### config.mk
export PLATFORM = sky130hd
export DESIGN_NAME = ee354_param_numlock_flat
export DESIGN_NICKNAME = d
export VERILOG_FILES = /design/src/rtl/ee354_param_numlock_if.sv /design/src/rtl/ee354_param_numlock.sv /design/src/flat_wrapper.sv
export SDC_FILE = /design/constraint.sdc
export NUM_CORES = 1
export LEC_CHECK = 0
export ABC_CLOCK_PERIOD_IN_PS = 2550
export BUFFER_PORTS_ARGS = -buffer_cell sky130_fd_sc_hd__buf_2
export CORE_UTILIZATION = 60
export CTS_CLUSTER_SIZE = 30
export DETAILED_ROUTE_END_ITERATION = 12
export PLACE_DENSITY = 0.82
export RECOVER_POWER = 100
export SLEW_MARGIN = 20
export SYNTH_ARGS = -nofsm -noshare
export SYNTH_HDL_FRONTEND = slang
export SYNTH_SLANG_ARGS = --single-unit
### constraint.sdc
create_clock -name ClkPort -period 2.55 [get_ports ClkPort]
set_input_delay 0.765 -clock ClkPort [delete_from_list [all_inputs] [get_ports ClkPort]]
set_output_delay 0.765 -clock ClkPort [all_outputs]
set_load 0.005 [all_outputs]
### src/rtl/ee354_param_numlock_if.sv
// Button inputs and status outputs of the parametrised number lock.
// The master side drives the raw buttons; the slave side is the lock itself.
interface ee354_param_numlock_if;
  logic       U;
  logic       Z;
  logic       unlock;
  logic [2:0] state_code;
  logic [3:0] digit_idx;
  logic [3:0] fail_cnt;
  logic       locked_out;
  logic       blink;

  modport master (
    output U, Z,
    input  unlock, state_code, digit_idx, fail_cnt, locked_out, blink
  );

  modport slave (
    input  U, Z,
    output unlock, state_code, digit_idx, fail_cnt, locked_out, blink
  );
endinterface

### src/rtl/ee354_param_numlock.sv
// Serial-code number lock: synchronised U/Z buttons, timed OPENING, optional failure lockout.
// NUMLOCK_LOCKOUT_EN enables fail counting and the LOCKOUT state; undefined ties them off.
module ee354_param_numlock #(
  parameter int                  CODE_LEN       = 4,
  parameter logic [CODE_LEN-1:0] CODE           = 4'b1011,
  parameter int                  MAX_FAIL       = 3,
  parameter int                  OPEN_CYCLES    = 100000000,
  parameter int                  LOCKOUT_CYCLES = 500000000,
  parameter int                  BLINK_BIT      = 24
) (
  input  logic                   ClkPort,
  input  logic                   reset,
  ee354_param_numlock_if.slave   nl
);

`ifdef NUMLOCK_LOCKOUT_EN
  localparam bit LOCKOUT_EN = 1'b1;
`else
  localparam bit LOCKOUT_EN = 1'b0;
`endif

  localparam logic [3:0]  CODE_LEN_W  = 4'(CODE_LEN);
  localparam logic [3:0]  MAX_FAIL_W  = 4'(MAX_FAIL);
  localparam logic [31:0] OPEN_LAST   = 32'(OPEN_CYCLES - 1);
  localparam logic [31:0] LOCKOUT_LAST = 32'(LOCKOUT_CYCLES - 1);

  typedef enum logic [2:0] {
    IDLE     = 3'd0,
    WAIT_REL = 3'd1,
    ENTER    = 3'd2,
    OPENING  = 3'd3,
    BAD      = 3'd4,
    LOCKOUT  = 3'd5
  } state_t;

  state_t      state, state_nxt;
  logic [31:0] timer, timer_nxt;
  logic [3:0]  digit_r, digit_nxt;
  logic [3:0]  fail_r, fail_nxt, fail_inc;

  // Button synchronisers preset to 1 so a button held through reset is not a press.
  logic u_s1, u_s2, u_p;
  logic z_s1, z_s2, z_p;

  always_ff @(posedge ClkPort or posedge reset) begin
    if (reset) begin
      u_s1 <= 1'b1;
      u_s2 <= 1'b1;
      u_p  <= 1'b1;
      z_s1 <= 1'b1;
      z_s2 <= 1'b1;
      z_p  <= 1'b1;
    end else begin
      u_s1 <= nl.U;
      u_s2 <= u_s1;
      u_p  <= u_s2;
      z_s1 <= nl.Z;
      z_s2 <= z_s1;
      z_p  <= z_s2;
    end
  end

  logic u_ev, z_ev, any_press, released;
  logic exp_bit, correct;

  assign u_ev      = u_s2 & ~u_p;
  assign z_ev      = z_s2 & ~z_p;
  assign any_press = u_ev | z_ev;
  assign released  = ~u_s2 & ~z_s2;

  // Digit expected at the current position; the MSB of CODE is entered first.
  always_comb begin
    exp_bit = 1'b0;
    for (int i = 0; i < CODE_LEN; i++) begin
      if (digit_r == 4'(CODE_LEN - 1 - i))
        exp_bit = CODE[i];
    end
  end

  assign correct  = (u_ev ^ z_ev) & (u_ev ? exp_bit : ~exp_bit);
  assign fail_inc = !LOCKOUT_EN          ? 4'd0   :
                    (fail_r == MAX_FAIL_W) ? fail_r : fail_r + 4'd1;

  always_ff @(posedge ClkPort or posedge reset) begin
    if (reset) begin
      state   <= IDLE;
      timer   <= '0;
      digit_r <= '0;
      fail_r  <= '0;
    end else begin
      state   <= state_nxt;
      timer   <= timer_nxt;
      digit_r <= digit_nxt;
      fail_r  <= fail_nxt;
    end
  end

  always_comb begin
    state_nxt = state;
    digit_nxt = digit_r;
    fail_nxt  = fail_r;
    case (state)
      IDLE, ENTER: begin
        if (correct) begin
          digit_nxt = digit_r + 4'd1;
          state_nxt = WAIT_REL;
        end else if (any_press) begin
          digit_nxt = '0;
          fail_nxt  = fail_inc;
          state_nxt = BAD;
        end
      end
      WAIT_REL: begin
        if (released)
          state_nxt = (digit_r == CODE_LEN_W) ? OPENING : ENTER;
      end
      OPENING: begin
        if (timer == OPEN_LAST) begin
          state_nxt = IDLE;
          digit_nxt = '0;
          fail_nxt  = '0;
        end
      end
      BAD: begin
        if (released)
          state_nxt = (LOCKOUT_EN && fail_r == MAX_FAIL_W) ? LOCKOUT : IDLE;
      end
      LOCKOUT: begin
        if (!LOCKOUT_EN || timer == LOCKOUT_LAST) begin
          state_nxt = IDLE;
          fail_nxt  = '0;
        end
      end
      default: begin
        state_nxt = IDLE;
        digit_nxt = '0;
        fail_nxt  = '0;
      end
    endcase
    timer_nxt = (state_nxt != state) ? 32'd0 : timer + 32'd1;
  end

  always_comb begin
    nl.unlock     = (state == OPENING);
    nl.state_code = state;
    nl.digit_idx  = digit_r;
    nl.fail_cnt   = LOCKOUT_EN ? fail_r : 4'd0;
    nl.locked_out = LOCKOUT_EN && (state == LOCKOUT);
    nl.blink      = (state == OPENING) ? timer[BLINK_BIT] : 1'b0;
  end

endmodule

### src/flat_wrapper.sv
// flat-port wrapper written by rule: the top's interface ports become plain ports
module ee354_param_numlock_flat 
#(
  parameter int                  CODE_LEN       = 4,
  parameter logic [CODE_LEN-1:0] CODE           = 4'b1011,
  parameter int                  MAX_FAIL       = 3,
  parameter int                  OPEN_CYCLES    = 100000000,
  parameter int                  LOCKOUT_CYCLES = 500000000,
  parameter int                  BLINK_BIT      = 24
)
  (ClkPort, reset, nl_U, nl_Z, nl_unlock, nl_state_code, nl_digit_idx, nl_fail_cnt, nl_locked_out, nl_blink);
  ee354_param_numlock_if nl_i ();
  input  logic ClkPort;
  input  logic reset;
  input wire logic [$bits(nl_i.U)-1:0] nl_U;
  input wire logic [$bits(nl_i.Z)-1:0] nl_Z;
  output wire logic [$bits(nl_i.unlock)-1:0] nl_unlock;
  output wire logic [$bits(nl_i.state_code)-1:0] nl_state_code;
  output wire logic [$bits(nl_i.digit_idx)-1:0] nl_digit_idx;
  output wire logic [$bits(nl_i.fail_cnt)-1:0] nl_fail_cnt;
  output wire logic [$bits(nl_i.locked_out)-1:0] nl_locked_out;
  output wire logic [$bits(nl_i.blink)-1:0] nl_blink;
  assign nl_i.U = nl_U;
  assign nl_i.Z = nl_Z;
  assign nl_unlock = nl_i.unlock;
  assign nl_state_code = nl_i.state_code;
  assign nl_digit_idx = nl_i.digit_idx;
  assign nl_fail_cnt = nl_i.fail_cnt;
  assign nl_locked_out = nl_i.locked_out;
  assign nl_blink = nl_i.blink;
  ee354_param_numlock #(.CODE_LEN(CODE_LEN), .CODE(CODE), .MAX_FAIL(MAX_FAIL), .OPEN_CYCLES(OPEN_CYCLES), .LOCKOUT_CYCLES(LOCKOUT_CYCLES), .BLINK_BIT(BLINK_BIT)) u_core (.ClkPort(ClkPort), .reset(reset), .nl(nl_i));
endmodule
## After elaboration in Yosys (flattened, before gate mapping)

Index checks and enable logic that the tools add are counted.

| operators by class | value |
|---|---|
| mux-type cells | 18 |
| add/subtract/negate cells | 2 |
| equal/unequal tests | 13 |
| reduce and logical (&&, ||, !) cells | 5 |
| bitwise operators | 12 |

Operators by type and width:

| kind | count |
|---|---|
| adder 32 x 1 -> 32 bit (second input constant) | 1 |
| == test 32 x 27 -> 1 bit (second input constant) | 1 |
| two-way mux 32 bit | 1 |
| two-way mux 3 bit | 5 |
| two-way mux 4 bit | 3 |
| one-hot mux 3 bit (4 select lines) | 1 |
| one-hot mux 4 bit (3 select lines) | 1 |
| == test 4 x 2 -> 1 bit (second input constant) | 2 |
| two-way mux 1 bit | 7 |
| == test 3 x 2 -> 1 bit (second input constant) | 2 |
| == test 3 bit (second input constant) | 2 |
| inverter 1 bit | 6 |
| adder 4 x 1 -> 4 bit (second input constant) | 1 |
| AND 1 bit | 4 |
| == test 4 x 1 -> 1 bit (second input constant) | 1 |
| == test 4 x 3 -> 1 bit (second input constant) | 1 |
| logical NOT 4 bit | 1 |
| == test 3 x 1 -> 1 bit (second input constant) | 1 |
| logical NOT 3 bit | 1 |
| inequality test 3 x 1 -> 1 bit (second input constant) | 1 |
| inequality test 3 bit | 1 |
| AND reduction 3 bit | 1 |
| OR reduction 3 bit | 1 |
| inequality test 2 x 1 -> 1 bit (second input constant) | 1 |
| other kinds (3) | 3 |

| storage, ports and cells | value |
|---|---|
| word-level logic and storage cells | 59 |
| register bits | 45 |
| output and inout bits | 14 |
| input bits | 4 |

## Depth between registers and ports, before layout

Gate-level depths: netlist of the first run.

| logic depth | value |
|---|---|
| depth in word-level cells | 12 |
| depth in mapped cells | 8 |
| depth with buffers taken out | 7 |

## Worst setup path before layout of the first run

No wires, ideal clock.

| timing path | value |
|---|---|
| kind | register to register |
| start point | reg u_core.digit_r[0], in the netlist u_core.nl.digit_idx[0] |
| end point | reg u_core.timer[10] |
| library setup time | 0.087 ns |
| arrival time | 2.182 ns |
| required time | 2.463 ns |
| cell stages (with the launch flop) | 9 |
| path buffers | 1 |
| path slack | 0.281 ns |
| path through | dfrtp_1 > inv_1 > ha_1 > nor3_1 > or4_4 > nand4b_2 > a221o_2 > buf_6 > a211oi_2 |

| on the way | value |
|---|---|
| longest elaborated chain between the ends | 12 |
| elaborated cells between the ends (all ways) | 18 |
| classes of those cells | eq/ne (5); mux (10); bitwise (2); reduce/logical (1) |

Ends and longest elaborated chain:

| item | RTL line | source |
|---|---|---|
| start: declaration | ee354_param_numlock.sv:38 | `logic [3:0] digit_r, digit_nxt;` |
| start signal: assignment | ee354_param_numlock.sv:93 | `digit_r <= digit_nxt;` |
| == test 4 x 2 -> 1 bit | ee354_param_numlock.sv:75 | `if (digit_r == 4'(CODE_LEN - 1 - i))` |
| two-way mux 1 bit (4 in series) | ee354_param_numlock.sv:75 |  |
| inverter 1 bit | ee354_param_numlock.sv:80 | `assign correct = (u_ev ^ z_ev) & (u_ev ? exp_bit : ~exp_bit);` |
| two-way mux 1 bit | ee354_param_numlock.sv:80 |  |
| AND 1 bit | ee354_param_numlock.sv:80 |  |
| two-way mux 3 bit | ee354_param_numlock.sv:104 | `if (correct) begin` |
| one-hot mux 3 bit (4 select lines) * | ee354_param_numlock.sv:102 | `case (state)` |
| inequality test 3 bit * | ee354_param_numlock.sv:140 | `timer_nxt = (state_nxt != state) ? 32'd0 : timer + 32'd1;` |
| two-way mux 32 bit * | ee354_param_numlock.sv:140 |  |
| net u_core.timer_nxt[10] | ee354_param_numlock.sv:37 | `logic [31:0] timer, timer_nxt;` |
| end signal: assignment | ee354_param_numlock.sv:92 | `timer <= timer_nxt;` |
| end: declaration | ee354_param_numlock.sv:37 |  |

Mark *: on every way through the listed nets, which the timed path passes. The rest lies on a longest branch.
A chain may end at the register's enable or synchronous reset.

## Final worst setup path of the first run

| timing path | value |
|---|---|
| start point | reg u_core.u_s2 |
| end point | reg u_core.timer[16] |

| on the way | value |
|---|---|
| longest elaborated chain between the ends | 7 |
| elaborated cells between the ends (all ways) | 14 |
| classes of those cells | eq/ne (1); mux (7); bitwise (6) |

Ends and longest elaborated chain:

| item | RTL line | source |
|---|---|---|
| start: declaration | ee354_param_numlock.sv:42 | `logic u_s1, u_s2, u_p;` |
| start signal: assignment | ee354_param_numlock.sv:55 | `u_s2 <= u_s1;` |
| AND 1 bit | ee354_param_numlock.sv:66 | `assign u_ev = u_s2 & ~u_p;` |
| bitwise OR 1 bit (tied with other cells) | ee354_param_numlock.sv:68 | `assign any_press = u_ev \| z_ev;` |
| two-way mux 3 bit / AND 1 bit (equally long branches) | ee354_param_numlock.sv:107, ee354_param_numlock.sv:80 |  |
| two-way mux 3 bit | ee354_param_numlock.sv:104 |  |
| one-hot mux 3 bit (4 select lines) * | ee354_param_numlock.sv:102 |  |
| inequality test 3 bit * | ee354_param_numlock.sv:140 |  |
| two-way mux 32 bit * | ee354_param_numlock.sv:140 |  |
| net u_core.timer_nxt[16] | ee354_param_numlock.sv:37 |  |

Marks and branches as above.

==> results.sh, run 1 <==
export IMPL_rsz0062_at_grt="no"
export IMPL_overflow=0
export IMPL_track_usage=0.231
export IMPL_insertion_delay_ns=0.31
export IMPL_synth_area_sq_mm=0.00275
export IMPL_hpwl_microns=3370
export IMPL_place_area_sq_mm=0.00285
export IMPL_fp_dieH_microns=69.8
export IMPL_remaining_drc_errors=0
export IMPL_critPathSlowestCell="dfstp_1"
export IMPL_area_growth_pct=1.32
export IMPL_drive_gt1_frac=0.149
export IMPL_numCtsBuffers=5
export IMPL_multi_input_area_sq_mm=0.00134
export IMPL_worst_ir_drop_vdd_mv=0.612
export IMPL_ff_latch_area_sq_mm=0.00113
export IMPL_cp_max_fo=32
export IMPL_grt_pass1_vias=1878
export IMPL_cpPeakStageDelay_ns=0.57
export IMPL_vias_per_cell=6.18
export IMPL_place_gp_congestion=0.839
export IMPL_dieArea_sq_mm=0.00487
export IMPL_hold_path_class="reg -> reg"
export IMPL_cp_top_family="compound AO/OA/AOI/OAI gates"
export IMPL_cts_setup_buffers=0
export IMPL_crit_chain="nand2b_1 > ha_1 > nand3b_1 > or4_4 > nand4b_2 > a221o_2 > buf_12 > a211oi_1"
export IMPL_crit_arrival_ns=2.60
export IMPL_cp_end_kind="flop"
export IMPL_ys_seq_area_frac=0.412
export IMPL_wl_per_cell_microns=15.7
export IMPL_fin_skew_ns=0.00957
export IMPL_port_buffers=12
export IMPL_path_buf_inv=1
export IMPL_required_ns=2.76
export IMPL_design_area_sq_mm=0.00279
export IMPL_cts_buffer_depth=2
export IMPL_finalHoldViolations=0
export IMPL_synth_cells=259
export IMPL_fmax_mhz=419
export IMPL_core_area_sq_mm=0.00438
export IMPL_nets=278
export IMPL_critical_path_class="reg -> reg"
export IMPL_grt_pass1_wl_microns=8740
export IMPL_ys_async_sr_fraction=1.00
export IMPL_ant_nets=0
export IMPL_fp_row_count=24
export IMPL_cts_tree="built"
export IMPL_finalSetupViolations=0
export IMPL_synth_edf_count=0
export IMPL_initial_utilization=0.628
export IMPL_clk_pin_slew_worst_paths_ns=0.09
export IMPL_die_w_microns=69.8
export IMPL_cts_max_level=2
export IMPL_ios=18
export IMPL_diodes=0
export IMPL_ctsHoldBuffers=0
export IMPL_power_density_mw_per_mm2=690
export IMPL_avgSynthCellArea_sq_um=10.6
export IMPL_dp_cells=313
export IMPL_final_setup_tns_ns=0
export IMPL_period_minus_slack_ns=2.39
export IMPL_tightest_slew_ns=1.12
export IMPL_report_final_slew_viol_count=0
export IMPL_slew_headroom=0.255
export IMPL_antenna_found_initial=0
export IMPL_drt_wl_total_microns=5040
export IMPL_fin_crit_sh=0.935
export IMPL_first_pass_iters=4
export IMPL_vias=1984
export IMPL_grt_max_degree=46
export IMPL_cts_root_buffer="clkbuf_8"
export IMPL_status="completed"
export IMPL_p_leak_nw=1.09
export IMPL_synth_top_flop_cell="dfrtp_1"
export IMPL_stdcell_count=321
export IMPL_yosysWarnings=0
export IMPL_clock_sinks=45
export IMPL_cap_violations=0
export IMPL_ys_seq_elements=45
export IMPL_n_fill_cell=378
export IMPL_start_kind="flop"
export IMPL_ys_types=44
export IMPL_drtIter0Drc=145
==> placed cells by master (no fill, tap or decap), types with 5 or more instances in the layout <==
master    count
and4_1        6
nor4_1        6
nand4_1      11
nor3_1       10
ha_1          6
nor2_1       10
nand2_1      18
xor2_1       10
xnor2_1      21
conb_1        5
inv_1         9
clkbuf_8      5
a211oi_1     30
buf_2        11
dfrtp_1      39
nand3_1      11
==> registers in the layout, summed over array words and instances (netlist names) <==
| signal | count |
|---|---|
| u_core.timer | 32 |
| u_core.nl.digit_idx | 4 |
| u_core.u_s2 | 1 |
| u_core.u_p | 1 |
| u_core.z_s2 | 1 |
| u_core.u_s1 | 1 |
| u_core.nl.state_code | 3 |
| u_core.z_s1 | 1 |
| u_core.z_p | 1 |
==> layer usage <==
metal / vias up / routed length (microns) / GRT usage
met1: 974 / 2250 / 0.304
met4: 0 / 72 / 0.0933
li1: 960 / - / -
met3: 5 / 192 / 0.0625
met2: 45 / 2520 / 0.364
met5: - / 0 / 0
==> cell families after synthesis <==
logic type | synth area share
AOI/OAI and AO/OA | 0.197
and+or+nand+nor | 0.196
xor gates and xnor gates | 0.0986
muxes | 0.00818
other | 0.00136
buffers and inverters | 0.0600
DFF | 0.412
adders and majority gates | 0.0273
==> cells in the mapped netlist (all sizes together) (2+ instances only) <==
master   n  area, sq um
nand4   11         68.8
nor2b    2         12.5
xnor2   21          184
a22o     2         17.5
and2     5         31.3
nand3b   2         15.0
nor2    10         37.5
nand2b   2         12.5
or3      3         18.8
inv     10         37.5
buf     14          109
xor2    10         87.6
and3     3         18.8
clkbuf   5         18.8
a31oi    3         18.8
or4      3         26.3
ha       6         75.1
dfstp    6          158
nor3    11         55.1
mux2     2         22.5
and4     6         52.6
a211oi  33          403
nand2   18         67.6
nor4     6         37.5
o21ai    2         10.0
dfrtp   39          976
nand3   11         55.1
==> report_power, final <==
group / total (mW) / internal [mW] / switching, mW
Sequential: 0.850 / 0.767 / 0.0829
Clock: 0.431 / 0.190 / 0.241
Combinational: 0.644 / 0.248 / 0.397
Total: 1.93 / 1.20 / 0.721
==> metrics by stage <==
| step | setup slack (ns) | util | total power, mW | hold WS [ns] |
|---|---|---|---|---|
| after global routing | 0.0469 | 0.636 | 2.05 | 0.366 |
| final | 0.164 | 0.636 | 1.93 | 0.363 |
| after CTS | 0.0595 | 0.668 | 2.04 | 0.360 |
| after global placement | 0.165 | 0.649 | 1.59 | 0.345 |
| after floorplan | 0.281 | - | 1.44 | 0.345 |
| after detailed placement | 0.0752 | 0.649 | 1.61 | 0.348 |
==> what timing repair did <==
action	CTS	global route
gates resized for setup	0	1
setup endpoints to repair	0	32
hold endpoints to repair	0	0
==> worst paths after layout <==
| path | start | endpoint | slack, ns | depth (start not counted) |
|---|---|---|---|---|
| max in group asynchronous | reset | u_core.timer[30]$_DFF_PP0_ | 1.06 | 3 |
| hold reg to reg | u_core.z_s1$_DFF_PP1_ | u_core.z_s2$_DFF_PP1_ | 0.36 | 0 |
| setup / recovery | u_core.u_s2$_DFF_PP1_ | u_core.timer[16]$_DFF_PP0_ | 0.16 | 8 |
| hold / removal | u_core.z_s1$_DFF_PP1_ | u_core.z_s2$_DFF_PP1_ | 0.36 | 0 |
| min in group asynchronous | reset | u_core.timer[11]$_DFF_PP0_ | 0.81 | 3 |
| setup reg to reg | u_core.u_s2$_DFF_PP1_ | u_core.timer[16]$_DFF_PP0_ | 0.16 | 8 |
==> worst register-to-register path, stage by stage, from the launching register on <==
cell	delay (ns)
dfstp_1	0.57
nand2b_1	0.13
ha_1	0.36
nand3b_1	0.10
or4_4	0.14
nand4b_2	0.10
a221o_2	0.43
buf_12	0.18
a211oi_1	0.29
==> final cells by class <==
type                            count  area share
Clock inverter                      2     0.00359
Inverter                           10      0.0135
Clock buffer                        6      0.0260
Tap cell                           52      0.0233
Sequential cell                    45       0.406
Timing Repair Buffer               17      0.0471
Multi-Input combinational cell    189       0.480
Power figures use the tool's default switching activity.
==> inputs of run 2 (changes only) <==
--- a/config.mk
+++ b/config.mk
@@ -8,10 +8,10 @@
 export ABC_CLOCK_PERIOD_IN_PS = 2550
 export BUFFER_PORTS_ARGS = -buffer_cell sky130_fd_sc_hd__buf_2
 export CORE_UTILIZATION = 60
+export CTS_CLUSTER_DIAMETER = 100
 export CTS_CLUSTER_SIZE = 30
 export DETAILED_ROUTE_END_ITERATION = 12
 export PLACE_DENSITY = 0.82
-export RECOVER_POWER = 100
 export SLEW_MARGIN = 20
 export SYNTH_ARGS = -nofsm -noshare
 export SYNTH_HDL_FRONTEND = slang
==> results.sh, run 2 (same netlist as run 1, synthesis figures left out) <==
export IMPL_drt_wl_total_microns=5080
export IMPL_dieArea_sq_mm=0.00487
export IMPL_numCtsBuffers=5
export IMPL_die_w_microns=69.8
export IMPL_grt_pass1_wl_microns=8740
export IMPL_fmax_mhz=424
export IMPL_crit_start="u_core.u_s2$_DFF_PP1_"
export IMPL_final_cell_mix="dfrtp_1, a211oi_2, xnor2_1"
export IMPL_cp_top_family="compound AO/OA/AOI/OAI gates"
export IMPL_largest_reg_flops=32
export IMPL_power_density_mw_per_mm2=694
export IMPL_r2r_start="u_core.u_s2$_DFF_PP1_"
export IMPL_grt_pass1_vias=1878
export IMPL_worst_ir_drop_vdd_mv=0.637
export IMPL_place_ws_ns=0.0752
export IMPL_rsz0062_at_grt="no"
export IMPL_slew_headroom=0.619
export IMPL_period_minus_slack_ns=2.36
export IMPL_insertion_delay_ns=0.31
export IMPL_nets=278
export IMPL_cts_max_level=2
export IMPL_diodes=0
export IMPL_antenna_found_initial=0
export IMPL_grt_max_degree=46
export IMPL_initial_utilization=0.628
export IMPL_p_leak_nw=1.12
export IMPL_fp_dieH_microns=69.8
export IMPL_fin_skew_ns=0.0109
export IMPL_track_usage=0.231
export IMPL_cpPeakStageDelay_ns=0.56
export IMPL_holdWs_ns=0.358
export IMPL_finalSetupViolations=0
export IMPL_hpwl_microns=3370
export IMPL_cts_tree="built"
export IMPL_place_gp_congestion=0.839
export IMPL_vias_per_cell=6.23
export IMPL_regMostFlops="u_core.timer"
export IMPL_required_ns=2.76
export IMPL_finalHoldViolations=0
export IMPL_final_setup_worst_slack_ns=0.191
export IMPL_ant_nets=0
export IMPL_core_area_sq_mm=0.00438
export IMPL_clock_sinks=45
export IMPL_first_pass_iters=4
export IMPL_final_setup_tns_ns=0
export IMPL_hold_path_class="reg -> reg"
export IMPL_report_final_slew_viol_count=0
export IMPL_cp_max_fo=32
export IMPL_cts_setup_buffers=0
export IMPL_vias=2001
export IMPL_critPathSlowestCell="dfstp_2"
export IMPL_fin_crit_sh=0.925
export IMPL_area_growth_pct=6.54
export IMPL_tightest_slew_ns=0.572
export IMPL_fp_row_count=24
export IMPL_wl_per_cell_microns=15.8
export IMPL_cts_buffer_depth=2
export IMPL_clk_pin_slew_worst_paths_ns=0.08
export IMPL_final_common_cell="dfrtp_1"
export IMPL_port_buffers=12
export IMPL_path_buf_inv=1
export IMPL_cts_root_buffer="clkbuf_8"
export IMPL_min_delay_start="u_core.z_s1$_DFF_PP1_"
export IMPL_drtIter0Drc=168
export IMPL_cp_end_kind="flop"
export IMPL_critical_path_class="reg -> reg"
export IMPL_crit_arrival_ns=2.57
export IMPL_cap_violations=0
export IMPL_crit_chain="nand2b_1 > ha_1 > nand3b_1 > or4_4 > nand4b_2 > a221o_2 > buf_12 > a211oi_1"
export IMPL_start_kind="flop"
export IMPL_status="completed"
export IMPL_overflow=0
export IMPL_remaining_drc_errors=0
export IMPL_ios=18
export IMPL_drive_gt1_frac=0.264
## run 2: worst register-to-register path, stage by stage, from the launching register on
cell and delay (ns):
dfstp_2 0.56, nand2b_1 0.11, ha_1 0.36, nand3b_1 0.10, or4_4 0.14, nand4b_2 0.10
a221o_2 0.43, buf_12 0.19, a211oi_1 0.28
## run 2: path summary, 6_finish.rpt
kind | to | slack, ns | cells after the start
max | u_core.timer[0]$_DFF_PP0_ | 0.19 | 8
min | u_core.z_s2$_DFF_PP1_ | 0.36 | 0
max reg2reg | u_core.timer[0]$_DFF_PP0_ | 0.19 | 8
min reg2reg | u_core.z_s2$_DFF_PP1_ | 0.36 | 0
max in group asynchronous | u_core.timer[30]$_DFF_PP0_ | 1.57 | 3
min in group asynchronous | u_core.timer[11]$_DFF_PP0_ | 0.59 | 3
## run 2: report_power, final
group          internal [mW]  total [mW]  switching, mW
sequential             0.768       0.850         0.0824
combinational          0.259       0.755          0.496
clock                  0.190       0.431          0.241
total                   1.22        2.04          0.819
## run 2: area by class of cell
cell class                 instances  area [sq um]
fill                             362          1450
timing repair buffer              17           135
clock buffer                       6          72.6
multi-input combinational        189          1480
sequential                        45          1130
clock inverter                     2          10.0
inverter                          10          37.5
tap                               52          65.1
## run 2: what timing repair did
action | CTS | global route
gates resized for setup | 0 | 1
hold buffers | 0 | 0
endpoints found under the setup margin | 0 | 32
## run 2: layer usage
layer  vias up  global-route usage  share of wire
met1      1001               0.304           0.46
met3         5              0.0625          0.034
met2        42               0.364           0.50
met5         -                   0              0
met4         0              0.0933          0.014
li1        953                   -              -
## run 2: per-stage QoR
stage,area [sq um],util,std cells,power (mW)
after global placement,2850,0.649,313,1.59
after detailed placement,2850,0.649,313,1.61
after CTS,2930,0.668,321,2.04
after floorplan,2770,-,263,1.44
after global routing,2930,0.669,321,2.16
final,2930,0.669,321,2.04
